### src/rtl/uart_link_pkg.sv
// uart_link_pkg: shared arbiter state type and UART link-layer constants.
// No ports.
package uart_link_pkg;

    typedef enum logic {IDLE, LOCKED} arb_state_t;

    localparam int UART_DATA_WIDTH    = 8;
    localparam int UART_TX_FIFO_DEPTH = 10;

endpackage

### src/rtl/rr_picker.sv
// rr_picker: combinational round-robin selector.
// Ports:
//   req_i  - request vector
//   ptr_i  - index of the last served requester; the scan starts at ptr_i+1
//   pick_o - one-hot winner (0 when no request)
//   idx_o  - winner index (0 when no request)
module rr_picker #(
    parameter int N  = 4,
    parameter int IW = (N > 1) ? $clog2(N) : 1
) (
    input  logic [N-1:0]  req_i,
    input  logic [IW-1:0] ptr_i,
    output logic [N-1:0]  pick_o,
    output logic [IW-1:0] idx_o
);

    // The scan runs from the farthest candidate to the nearest, so the
    // requester closest after the pointer overwrites the others.
    always_comb begin
        idx_o = '0;
        for (int k = N; k >= 1; k--) begin
            if (req_i[(int'(ptr_i) + k) % N]) idx_o = IW'((int'(ptr_i) + k) % N);
        end
        pick_o = (|req_i) ? (N'(1) << idx_o) : '0;
    end

endmodule

### src/rtl/uart_tx_arbiter.sv
// uart_tx_arbiter: round-robin, message-locking arbiter that shares one UART
// TX FIFO between NUM_REQ byte-stream requesters, with credit-based occupancy
// tracking so the FIFO is never pushed while full.
// Ports:
//   clk, reset_n (async active-low), ena (global enable; freezes all state)
//   req_data/req_valid/req_last - packed per-requester byte streams
//   req_ready                   - per-requester accept (combinational)
//   fifo_data/fifo_data_valid   - registered push to the TX FIFO write port
//   fifo_pop                    - FIFO output pulse; returns one credit
//   grant, occupancy, busy      - status
//   timeout_o                   - only with UART_TX_ARB_TIMEOUT_EN: one-cycle
//                                 pulse when a stalled owner loses its grant
// Optional macro: UART_TX_ARB_TIMEOUT_EN (stall timeout release).
module uart_tx_arbiter
    import uart_link_pkg::*;
#(
    parameter int DATA_WIDTH     = UART_DATA_WIDTH,
    parameter int NUM_REQ        = 4,
    parameter int FIFO_DEPTH     = UART_TX_FIFO_DEPTH,
    parameter int MAX_BURST      = 16,
    parameter int TIMEOUT_CYCLES = 255,
    localparam int OW = $clog2(FIFO_DEPTH + 1),
    localparam int IW = $clog2(NUM_REQ),
    localparam int BW = $clog2(MAX_BURST + 1)
) (
    input  logic                          clk,
    input  logic                          reset_n,
    input  logic                          ena,
    input  logic [NUM_REQ*DATA_WIDTH-1:0] req_data,
    input  logic [NUM_REQ-1:0]            req_valid,
    input  logic [NUM_REQ-1:0]            req_last,
    output logic [NUM_REQ-1:0]            req_ready,
    output logic [DATA_WIDTH-1:0]         fifo_data,
    output logic                          fifo_data_valid,
    input  logic                          fifo_pop,
    output logic [NUM_REQ-1:0]            grant,
    output logic [OW-1:0]                 occupancy,
    output logic                          busy
`ifdef UART_TX_ARB_TIMEOUT_EN
    ,
    output logic                          timeout_o
`endif
);

    if (NUM_REQ < 2 || NUM_REQ > 8 || TIMEOUT_CYCLES < 1) begin : g_bad_cfg
        $error("uart_tx_arbiter: parameter out of range");
    end

    arb_state_t            state_q, state_d;
    logic [NUM_REQ-1:0]    grant_q, grant_d, pick;
    logic [IW-1:0]         gidx_q, gidx_d, ptr_q, ptr_d, pick_idx;
    logic [BW-1:0]         burst_q, burst_d;
    logic [OW-1:0]         occ_q, occ_d;
    logic [DATA_WIDTH-1:0] fdata_q, fdata_d;
    logic                  fvalid_q, fvalid_d, hs, pop_eff, release_msg;
`ifdef UART_TX_ARB_TIMEOUT_EN
    localparam int SW = $clog2(TIMEOUT_CYCLES + 1);
    logic [SW-1:0]         stall_q, stall_d;
    logic                  timeout_q, timeout_d;
`endif

    rr_picker #(.N(NUM_REQ), .IW(IW)) u_picker (
        .req_i  (req_valid),
        .ptr_i  (ptr_q),
        .pick_o (pick),
        .idx_o  (pick_idx)
    );

    assign hs      = |(req_valid & req_ready);
    // A pop seen with no credits outstanding has nothing to return.
    assign pop_eff = fifo_pop && (occ_q != '0);

    always_ff @(posedge clk or negedge reset_n) begin
        if (!reset_n) begin
            state_q   <= IDLE;
            grant_q   <= '0;
            gidx_q    <= '0;
            ptr_q     <= IW'(NUM_REQ - 1);
            burst_q   <= '0;
            occ_q     <= '0;
            fdata_q   <= '0;
            fvalid_q  <= 1'b0;
`ifdef UART_TX_ARB_TIMEOUT_EN
            stall_q   <= '0;
            timeout_q <= 1'b0;
`endif
        end else if (ena) begin
            state_q   <= state_d;
            grant_q   <= grant_d;
            gidx_q    <= gidx_d;
            ptr_q     <= ptr_d;
            burst_q   <= burst_d;
            occ_q     <= occ_d;
            fdata_q   <= fdata_d;
            fvalid_q  <= fvalid_d;
`ifdef UART_TX_ARB_TIMEOUT_EN
            stall_q   <= stall_d;
            timeout_q <= timeout_d;
`endif
        end
    end

    always_comb begin
        state_d     = state_q;
        grant_d     = grant_q;
        gidx_d      = gidx_q;
        ptr_d       = ptr_q;
        burst_d     = burst_q;
        fvalid_d    = hs;
        fdata_d     = hs ? req_data[gidx_q*DATA_WIDTH +: DATA_WIDTH] : fdata_q;
        occ_d       = (hs && !pop_eff) ? occ_q + 1'b1 : (!hs && pop_eff) ? occ_q - 1'b1 : occ_q;
        release_msg = 1'b0;
`ifdef UART_TX_ARB_TIMEOUT_EN
        timeout_d   = 1'b0;
        stall_d     = (state_q != LOCKED || hs) ? '0 : !req_valid[gidx_q] ? stall_q + 1'b1 : stall_q;
`endif
        if (state_q == IDLE) begin
            if (|req_valid) begin
                state_d = LOCKED;
                grant_d = pick;
                gidx_d  = pick_idx;
                burst_d = '0;
            end
        end else begin
            burst_d     = hs ? burst_q + 1'b1 : burst_q;
            release_msg = hs && (req_last[gidx_q] || burst_d == BW'(MAX_BURST));
`ifdef UART_TX_ARB_TIMEOUT_EN
            if (stall_d == SW'(TIMEOUT_CYCLES)) begin
                release_msg = 1'b1;
                timeout_d   = 1'b1;
            end
`endif
            if (release_msg) begin
                state_d = IDLE;
                grant_d = '0;
                ptr_d   = gidx_q;
            end
        end
    end

    // Grant stays with a full FIFO; only the ready is withheld.
    always_comb begin
        req_ready = (ena && state_q == LOCKED && occ_q < OW'(FIFO_DEPTH)) ? grant_q : '0;
    end

    assign fifo_data       = fdata_q;
    assign fifo_data_valid = fvalid_q;
    assign grant           = grant_q;
    assign occupancy       = occ_q;
    assign busy            = state_q != IDLE;
`ifdef UART_TX_ARB_TIMEOUT_EN
    assign timeout_o       = timeout_q;
`endif

endmodule

### config.mk
export PLATFORM = sky130hd
export DESIGN_NAME = uart_tx_arbiter
export DESIGN_NICKNAME = d
export VERILOG_FILES = /design/src/rtl/uart_link_pkg.sv /design/src/rtl/rr_picker.sv /design/src/rtl/uart_tx_arbiter.sv
export SDC_FILE = /design/constraint.sdc
export NUM_CORES = 1
export LEC_CHECK = 0
export CAP_MARGIN = 25
export CORE_MARGIN = 5
export CORE_UTILIZATION = 38
export CTS_CLUSTER_DIAMETER = 150
export DETAILED_ROUTE_END_ITERATION = 8
export PLACE_DENSITY = 0.71
export SLEW_MARGIN = 20
export SYNTH_ARGS = -nofsm -noshare
export SYNTH_HDL_FRONTEND = slang
export SYNTH_SLANG_ARGS = --single-unit
### constraint.sdc
create_clock -name clk -period 3.2 [get_ports clk]
set_input_delay 0.64 -clock clk [delete_from_list [all_inputs] [get_ports clk]]
set_output_delay 0.64 -clock clk [all_outputs]
set_load 0.02 [all_outputs]
==> results of run 1 <==
==> final cells by class <==
cell class	instances	area (um^2)
fill	382	1910
multi-input combinational	108	962
timing repair buffer	71	696
sequential	27	678
tap	52	65.1
clock buffer	3	41.3
inverter	7	26.3
clock inverter	1	7.51
==> synth_stat cells (all sizes together), types with 3 or more instances <==
cell type | instances | share of area
and2 | 5 | 0.018
nor2 | 8 | 0.017
inv | 6 | 0.013
o31ai | 3 | 0.016
o211ai | 4 | 0.017
a21o | 3 | 0.013
ha | 4 | 0.029
nand2b | 5 | 0.023
mux2 | 11 | 0.072
a21oi | 4 | 0.018
o21ai | 10 | 0.029
nand2 | 11 | 0.024
mux4 | 9 | 0.12
xnor2 | 4 | 0.020
dfrtp | 25 | 0.36
==> cells in the final DEF, fill, tap and decap left out, types with 3 or more instances in the layout <==
master / count
o211ai_1: 4
a21o_1: 3
nand2_1: 11
inv_1: 6
a21oi_1: 3
o21ai_0: 9
nand2b_1: 4
dfrtp_1: 25
xnor2_1: 4
ha_1: 4
clkdlybuf4s50_1: 65
and2_1: 5
mux4_2: 9
mux2_2: 11
clkbuf_8: 3
buf_4: 6
nor2_1: 8
==> worst paths after layout <==
path / end / cells past startpoint / start / slack [ps]
min reg2reg: fifo_data_valid / 1 / fifo_data_valid / 490
max in group asynchronous: ptr_q[0] / 2 / reset_n / 2160
max: req_ready[3] / 5 / ena / 300
max reg2reg: occupancy[3] / 10 / occupancy[1] / 760
min in group asynchronous: occupancy[3] / 2 / reset_n / 730
min: fifo_data_valid / 1 / fifo_data_valid / 490
==> power breakdown <==
| part | internal (mW) | switching (mW) | total [mW] |
|---|---|---|---|
| Clock | 0.0885 | 0.111 | 0.200 |
| Sequential | 0.494 | 0.167 | 0.661 |
| Combinational | 0.581 | 0.485 | 1.07 |
| Total | 1.16 | 0.763 | 1.93 |
==> cells by family (layout without fill, tap and decap cells) <==
| logic type | count (synthesis) | count (layout) | synth area share |
|---|---|---|---|
| flip-flops | 27 | 27 | 0.395 |
| adder cells (fa/ha/maj) | 5 | 5 | 0.0408 |
| AND/OR/NAND/NOR | 40 | 40 | 0.125 |
| multiplexers | 22 | 22 | 0.202 |
| AO/OA/AOI/OAI | 35 | 35 | 0.162 |
| buffers and inverters | 11 | 82 | 0.0451 |
| XOR/XNOR | 6 | 6 | 0.0306 |
==> stage by stage <==
step / power [mW] / utilization / hold slack [ps] / instances
after floorplan: 1.36 / - / 344 / 146
after global placement: 1.73 / 0.554 / 466 / 265
after detailed placement: 1.75 / 0.554 / 472 / 265
after CTS: 1.95 / 0.565 / 497 / 269
after global routing: 2.07 / 0.565 / 524 / 269
final: 1.93 / 0.565 / 494 / 269
==> worst max-delay path: stages <==
cell             delay (ps)
clkdlybuf4s50_1         490
nand2_1                 120
a21oi_1                 230
and2_1                  170
clkdlybuf4s50_1         610
==> state kept, by name, indices dropped and copies added, names as in the netlist <==
signal           flops
burst_q              5
busy                 1
fifo_data            8
fifo_data_valid      1
gidx_q               2
grant                4
occupancy            4
ptr_q                2
==> layer usage <==
layer | vias to the layer above | wire [um] | GRT usage
li1 | 688 | - | -
met1 | 675 | 1620 | 0.163
met2 | 58 | 1980 | 0.228
met3 | 5 | 467 | 0.0527
met4 | 0 | 40 | 0.0361
met5 | - | 0 | 0
==> flow_summary_export.csv, run 1 <==
group,metric,value,unit
floorplanning,num_rows,24,
sta,fin_skew,3.52,ps
worst_setup_path,start_kind,"input pin",
floorplanning,start_util,0.392,
clock_tree,numClockSinks,27,
sta,finalSetupViolCount,0,
floorplanning,dieArea,0.00597,mm^2
yosys,syn-num-nets,195,
global_route,grt_max_degree,28,
clock_tree,htree_levels,1,
layout,antenna_cells,0,
sta,worst_slew_pin_slew,697,ps
clock_tree,hold_buffers,0,
floorplanning,die_w,77.2,um
sta,slew_headroom,0.535,
sta,min_period,2900,ps
worst_hold_path,hp-class,"reg2reg",
outcome,status,"complete, no violations",
detailed_routing,drc,0,
place,dp_slack,178,ps
sta,finalHoldViolCount,0,
sta,rsz0062_at_grt,"no",
clock_tree,cts_buffers,3,
detailed_routing,avgRoutedWirePerCell,15.3,um
yosys,postSynthAreaPerCell,11.8,um^2
clock_tree,post_cts_buffers,0,
detailed_routing,firstDrtPassIters,4,
detailed_routing,vias_per_cell,5.30,
global_route,track_usage,0.136,
global_route,grt_pass1_wl,6670,um
detailed_routing,finalWirelength,4110,um
floorplanning,core_region_area,0.00438,mm^2
power,p_per_area,778,mW/mm^2
power,max-vdd-ir-drop,0.000289,V
worst_setup_path,cp.arrival,2260,ps
worst_setup_path,worstPathMaxFanout,4,
global_route,globalRoute.totalOverflow,0,
clock_tree,cts_resized,0,
clock_tree,cts_tree,"yes",
detailed_routing,drt-initial-drc-count,81,
yosys,ys.flop_type,"dfrtp_1",
yosys,synth_edf_count,0,
worst_setup_path,cp.required,2560,ps
clock_tree,path_clk_slew,100,ps
floorplanning,ios,66,
worst_setup_path,critPathCaptureType,"output pin",
detailed_routing,vias,1426,
yosys,ys_seq_area_frac,0.395,
yosys,ys.warnings.count,0,
floorplanning,die_y,77.2,um
yosys,synth_cells,146,
detailed_routing,ant_nets,0,
sta,tns,0,ps
place,io_buffers,65,
yosys,synth_seq_cells,27,
global_route,antenna_found_initial,0,
power,p_leak,0.992,nW
layout,syn_to_final_growth,44.1,%
sta,drv_slew,0,
sta,fin_ws,303,ps
global_route,grt_pass1_vias,1419,
clock_tree,clock-root-buffer,"clkbuf_8",
sta,max_clock_freq,0.345,GHz
place,dp_hpwl,3230,um
place,place_area,0.00243,mm^2
yosys,syn_area,0.00172,mm^2
worst_setup_path,critical_path_class,"in2out",
yosys,synth.distinct_cells,45,
layout,fin_area,0.00248,mm^2
layout,nets,267,
sta,fin_crit_sh,0.905,
clock_tree,cts_buffer_depth,2,
job,max-cap-violations,0,
clock_tree,insertion_delay,280,ps
place,place.gp.congestion,0.758,
layout,layout-drive-gt1-share,0.184,
yosys,synthArstFlopShare,1.00,
Note: power is estimated with default switching activity, not from simulation.
==> inputs of run 2 (changes only) <==
--- a/config.mk
+++ b/config.mk
@@ -10,7 +10,7 @@
 export CORE_UTILIZATION = 38
 export CTS_CLUSTER_DIAMETER = 150
 export DETAILED_ROUTE_END_ITERATION = 8
-export PLACE_DENSITY = 0.71
+export PLACE_DENSITY = 0.78
 export SLEW_MARGIN = 20
 export SYNTH_ARGS = -nofsm -noshare
 export SYNTH_HDL_FRONTEND = slang
==> run 2 against run 1 <==
Against the previous run: die area unchanged; combinational power is essentially flat; sequential power is 1% higher; maximum frequency grew 0.57%; setup slack better by 16 ps; sequential share of layout area up 0.069 points; register-to-register slack got worse by 40 ps; first-iteration DRC count down 33%; non-clock buffer count fell by 1; via count up 0.56%; largest power group unchanged.
==> flow_summary_export.csv, run 2 (synthesized netlist as in run 1, its figures left out) <==
group,metric,value,unit
power,power,1.94,mW
detailed_routing,ant_nets,0,
sta,finalHoldViolCount,0,
floorplanning,num_rows,24,
clock_tree,cts_buffer_depth,2,
layout,layout_commonest_cell,"clkdlybuf4s50_1",
power,max-vdd-ir-drop,0.000360,V
place,place.gp.congestion,0.812,
worst_setup_path,cp.arrival,2240,ps
clock_tree,post_cts_buffers,0,
layout,layout-drive-gt1-share,0.181,
detailed_routing,firstDrtPassIters,4,
layout,syn_to_final_growth,43.8,%
global_route,busiest_layer,"met2",
worst_setup_path,critPathLaunch,"ena",
detailed_routing,drt-initial-drc-count,54,
power,p_leak,0.993,nW
layout,antenna_cells,0,
worst_hold_path,hp-class,"reg2reg",
worst_setup_path,start_kind,"input pin",
floorplanning,die_w,77.2,um
detailed_routing,drc,0,
job,max-cap-violations,0,
floorplanning,die_y,77.2,um
place,dp_hpwl,3150,um
layout,largest_reg_flops,8,
floorplanning,dieArea,0.00597,mm^2
clock_tree,cts_resized,0,
place,dp_slack,109,ps
global_route,antenna_found_initial,0,
global_route,globalRoute.totalOverflow,0,
clock_tree,hold_buffers,0,
global_route,grtUsageMet3,0.0504,
detailed_routing,vias,1434,
sta,finalSetupViolCount,0,
sta,max_clock_freq,0.347,GHz
global_route,track_usage,0.133,
global_route,grt_pass1_vias,1461,
sta,min_period,2880,ps
worst_setup_path,r2r_cells,10,
worst_setup_path,critical_path_class,"in2out",
clock_tree,htree_levels,1,
place,io_buffers,65,
clock_tree,clock-root-buffer,"clkbuf_8",
global_route,use_met1,0.145,
outcome,status,"complete, no violations",
clock_tree,cts_buffers,3,
power,p_per_area,785,mW/mm^2
sta,hold_slack,489,ps
floorplanning,core_region_area,0.00438,mm^2
worst_setup_path,timing.rr.end,"occupancy[3]",
layout,final_cell_mix,"clkdlybuf4s50_1, dfrtp_1, nand2_1, mux2_2",
global_route,grt_max_degree,28,
floorplanning,ios,66,
layout,nets,266,
detailed_routing,avgRoutedWirePerCell,14.9,um
clock_tree,path_clk_slew,100,ps
clock_tree,cts_tree,"yes",
sta,drv_slew,0,
sta,worst_slew_pin_slew,718,ps
worst_setup_path,cp.required,2560,ps
worst_setup_path,timing.rr.start,"occupancy[1]",
global_route,grt_pass1_wl,6380,um
worst_setup_path,worstPathMaxFanout,4,
sta,rsz0062_at_grt,"no",
layout,n_fill_cell,386,
global_route,grtUsageMet2,0.232,
sta,slew_headroom,0.521,
worst_setup_path,crit_end,"req_ready[2]",
clock_tree,numClockSinks,27,
detailed_routing,vias_per_cell,5.35,
sta,fin_crit_sh,0.900,
worst_setup_path,critPathCaptureType,"output pin",
sta,fin_ws,320,ps
floorplanning,start_util,0.392,
clock_tree,insertion_delay,280,ps
detailed_routing,finalWirelength,4000,um
sta,tns,0,ps
worst_setup_path,reg2reg_setup_slack,720,ps
sta,fin_skew,4.03,ps
## run 2: changes by cell type in the layout (fill, tap and decap cells not counted), sizes merged
cell,previous run,this run
buf,6,5
inv,6,7
clkinvlp,1,0
## run 2: power by group
part           total, mW  switching (mW)  internal, mW
clock network      0.210           0.118        0.0917
logic               1.06           0.482         0.577
registers          0.669           0.175         0.494
## run 2: layout make-up
cell class                      instances  area, um^2  share of cell area
Inverter                                7        26.3              0.0106
Clock buffer                            3        41.3              0.0167
Tap cell                               52        65.1              0.0263
Clock inverter                          1        8.76             0.00355
Multi-Input combinational cell        108         962               0.390
Sequential cell                        27         678               0.275
Timing Repair Buffer                   70         688               0.279
## run 2: how the worst min path moves through the flow
stage | from | endpoint | slack, ps | depth (start not counted)
floorplan | reset_n | burst_q[0] | 340 | 0
global placement | fifo_data_valid | fifo_data_valid | 470 | 1
detailed placement | fifo_data_valid | fifo_data_valid | 470 | 1
CTS | fifo_data_valid | fifo_data_valid | 490 | 1
global route | fifo_data_valid | fifo_data_valid | 520 | 1
finish | fifo_data_valid | fifo_data_valid | 490 | 1
## run 2: per-layer routing
metal,share of wire,up-vias
met4,0.012,0
met2,0.47,59
met3,0.096,6
met1,0.42,683
li1,-,686
met5,0,-
## run 2: worst max-delay path: stages
cell and delay (ps):
clkdlybuf4s50_1 490, nand2_1 120, a21oi_1 230, and2_1 160, clkdlybuf4s50_1 600
## run 2: stage by stage
step / util / instances / cell area (um^2)
finish: 0.563 / 268 / 2470
global placement: 0.552 / 264 / 2420
CTS: 0.563 / 268 / 2470
floorplan: - / 146 / 1720
detailed placement: 0.552 / 264 / 2420
global route: 0.563 / 268 / 2470
==> inputs of run 3 (changes only) <==
--- a/config.mk
+++ b/config.mk
@@ -10,8 +10,9 @@
 export CORE_UTILIZATION = 38
 export CTS_CLUSTER_DIAMETER = 150
 export DETAILED_ROUTE_END_ITERATION = 8
-export PLACE_DENSITY = 0.78
+export PLACE_DENSITY = 0.77
 export SLEW_MARGIN = 20
 export SYNTH_ARGS = -nofsm -noshare
 export SYNTH_HDL_FRONTEND = slang
+export SYNTH_HIERARCHICAL = 1
 export SYNTH_SLANG_ARGS = --single-unit
==> run 3 against run 2 <==
Against the previous run: cell area grew 2.9%; combinational power increased by 5%; clock-buffer cell count unchanged; highest routed layer unchanged; worst hold slack improved by 17 ps; core utilization down 1.8 points; non-clock buffer count rose by 2; sequential share of layout area down 0.78 points; flip-flop and latch count is the same; final cell count grew 2.2%; via count rose by 4.0%; global-route usage rose by 0.76 points; largest power group unchanged.
==> flow_summary_export.csv, run 3 <==
group,metric,value,unit
layout,antenna_cells,0,
layout,layout_commonest_cell,"clkdlybuf4s50_1",
yosys,syn_area,0.00180,mm^2
floorplanning,dieArea,0.00621,mm^2
detailed_routing,met1_length,1880,um
worst_hold_path,hp-class,"reg2reg",
sta,max_clock_freq,0.353,GHz
layout,utilization,0.546,
layout,fin_cells,274,
detailed_routing,vias_per_cell,5.44,
worst_setup_path,cp.required,2560,ps
sta,drv_slew,0,
layout,fin_area,0.00254,mm^2
place,dp_hpwl,3260,um
worst_setup_path,cp.arrival,2190,ps
clock_tree,cts_resized,0,
floorplanning,num_rows,25,
sta,rsz0062_at_grt,"no",
power,max-vdd-ir-drop,0.000391,V
layout,final_cell_mix,"clkdlybuf4s50_1, dfrtp_1, a21oi_1",
clock_tree,numClockSinks,27,
power,p_leak,1.05,nW
yosys,synth_edf_count,0,
sta,tns,0,ps
place,place.gp.congestion,0.852,
layout,syn_to_final_growth,41.4,%
worst_setup_path,crit_end,"req_ready[2]",
yosys,synth_seq_cells,27,
worst_setup_path,timing.rr.start,"occupancy[1]",
sta,slew_headroom,0.556,
yosys,syn-num-nets,202,
clock_tree,cts_buffers,3,
global_route,globalRoute.totalOverflow,0,
floorplanning,core_region_area,0.00466,mm^2
worst_setup_path,critical_path_class,"in2out",
clock_tree,htree_levels,1,
sta,hold_slack,505,ps
sta,worst_slew_pin_slew,666,ps
detailed_routing,drc,0,
detailed_routing,vias,1491,
floorplanning,die_w,78.8,um
global_route,grt_pass1_wl,6950,um
detailed_routing,wl_met2,1980,um
worst_setup_path,critPathLaunch,"ena",
sta,finalSetupViolCount,0,
detailed_routing,top_layer_used,"met4",
detailed_routing,avgRoutedWirePerCell,15.5,um
yosys,ys.warnings.count,6,
yosys,ys_seq_area_frac,0.377,
clock_tree,cts_tree,"yes",
yosys,synthTopCellsByArea,"dfrtp_1, mux4_2, mux2_2, mux2_4, buf_6",
worst_setup_path,r2r_cells,9,
detailed_routing,firstDrtPassIters,4,
yosys,synth_cells,153,
yosys,yosysMostFrequentCell,"dfrtp_1",
place,dp_cells,270,
worst_setup_path,start_kind,"input pin",
yosys,synthArstFlopShare,1.00,
power,p_per_area,807,mW/mm^2
place,io_buffers,65,
layout,layout-drive-gt1-share,0.186,
yosys,synth.top_cell.area_share,0.348,
worst_setup_path,timing.rr.end,"occupancy[3]",
global_route,grt_max_degree,28,
job,max-cap-violations,0,
place,dp_slack,209,ps
detailed_routing,routed-wl-met3,366,um
sta,min_period,2830,ps
power,power,2.05,mW
clock_tree,hold_buffers,0,
sta,fin_ws,368,ps
clock_tree,cts_buffer_depth,2,
sta,fin_crit_sh,0.885,
worst_setup_path,reg2reg_setup_slack,790,ps
yosys,synth.distinct_cells,46,
yosys,ys.flop_type,"dfrtp_1",
floorplanning,ios,66,
detailed_routing,drt-initial-drc-count,81,
floorplanning,start_util,0.386,
outcome,status,"complete, no violations",
clock_tree,post_cts_buffers,0,
place,place_area,0.00249,mm^2
yosys,synthTopCellsByCount,"dfrtp_1, a21oi_1, mux2_2, mux4_2",
worst_setup_path,critPathCaptureType,"output pin",
global_route,track_usage,0.140,
global_route,antenna_found_initial,0,
sta,finalHoldViolCount,0,
detailed_routing,finalWirelength,4260,um
layout,nets,270,
detailed_routing,ant_nets,0,
sta,fin_skew,1.53,ps
layout,largest_reg_flops,8,
clock_tree,clock-root-buffer,"clkbuf_8",
global_route,grt_pass1_vias,1497,
floorplanning,die_y,78.8,um
yosys,postSynthAreaPerCell,11.8,um^2
worst_setup_path,worstPathMaxFanout,4,
clock_tree,insertion_delay,280,ps
clock_tree,path_clk_slew,100,ps
yosys,synth_area_leader_cell,"dfrtp_1",
[run 3: cell count changes in the layout (fill, tap and decap cells not counted), sizes merged, moves of 3 or more]
| cell | change |
|---|---|
| a31oi | +3 |
| o211ai | -4 |
| a21oi | +6 |
| nand2 | -4 |
| o31ai | -3 |
| nor2b | +3 |
| mux2 | +3 |
| a22o | +3 |
[run 3: logic make-up after synthesis]
group,count (synthesis),synth area share
fa+ha+maj,5,0.0390
flops,27,0.377
compound gates,48,0.206
mux,24,0.216
simple gates,31,0.0898
xor+xnor,4,0.0195
buf+inv,14,0.0522
[run 3: area by class of cell]
cell class / instances / area, um^2
Fill cell: 388 / 2120
Multi-Input combinational cell: 112 / 1030
Timing Repair Buffer: 72 / 703
Sequential cell: 27 / 678
Tap cell: 54 / 67.6
Clock buffer: 3 / 41.3
Inverter: 5 / 18.8
Clock inverter: 1 / 7.51
[run 3: how the worst min path moves through the flow]
stage,startpoint,cells after the start,endpoint,slack [ps]
floorplan,reset_n,0,burst_q[0],340
global placement,fifo_data_valid,1,fifo_data_valid,460
detailed placement,fifo_data_valid,1,fifo_data_valid,490
CTS,fifo_data_valid,1,fifo_data_valid,510
global route,fifo_data_valid,1,fifo_data_valid,520
finish,fifo_data_valid,1,fifo_data_valid,510
[run 3: metal layers]
| metal | GRT usage | vias to the layer above |
|---|---|---|
| met4 | 0.0332 | 0 |
| met5 | 0 | - |
| li1 | - | 713 |
| met1 | 0.179 | 726 |
| met2 | 0.233 | 50 |
| met3 | 0.0420 | 2 |
[run 3: power by group]
group          total, mW  leakage (nW)  internal (mW)  switching (mW)
combinational       1.11         0.693          0.659           0.454
clock              0.204        0.0217         0.0887           0.115
sequential         0.734         0.332          0.502           0.232
[run 3: worst max-delay path, cell delays in order]
cell and delay (ps):
clkdlybuf4s50_1 480, nand2_1 100, nor2b_1 220, and2_1 150
clkdlybuf4s50_1 600
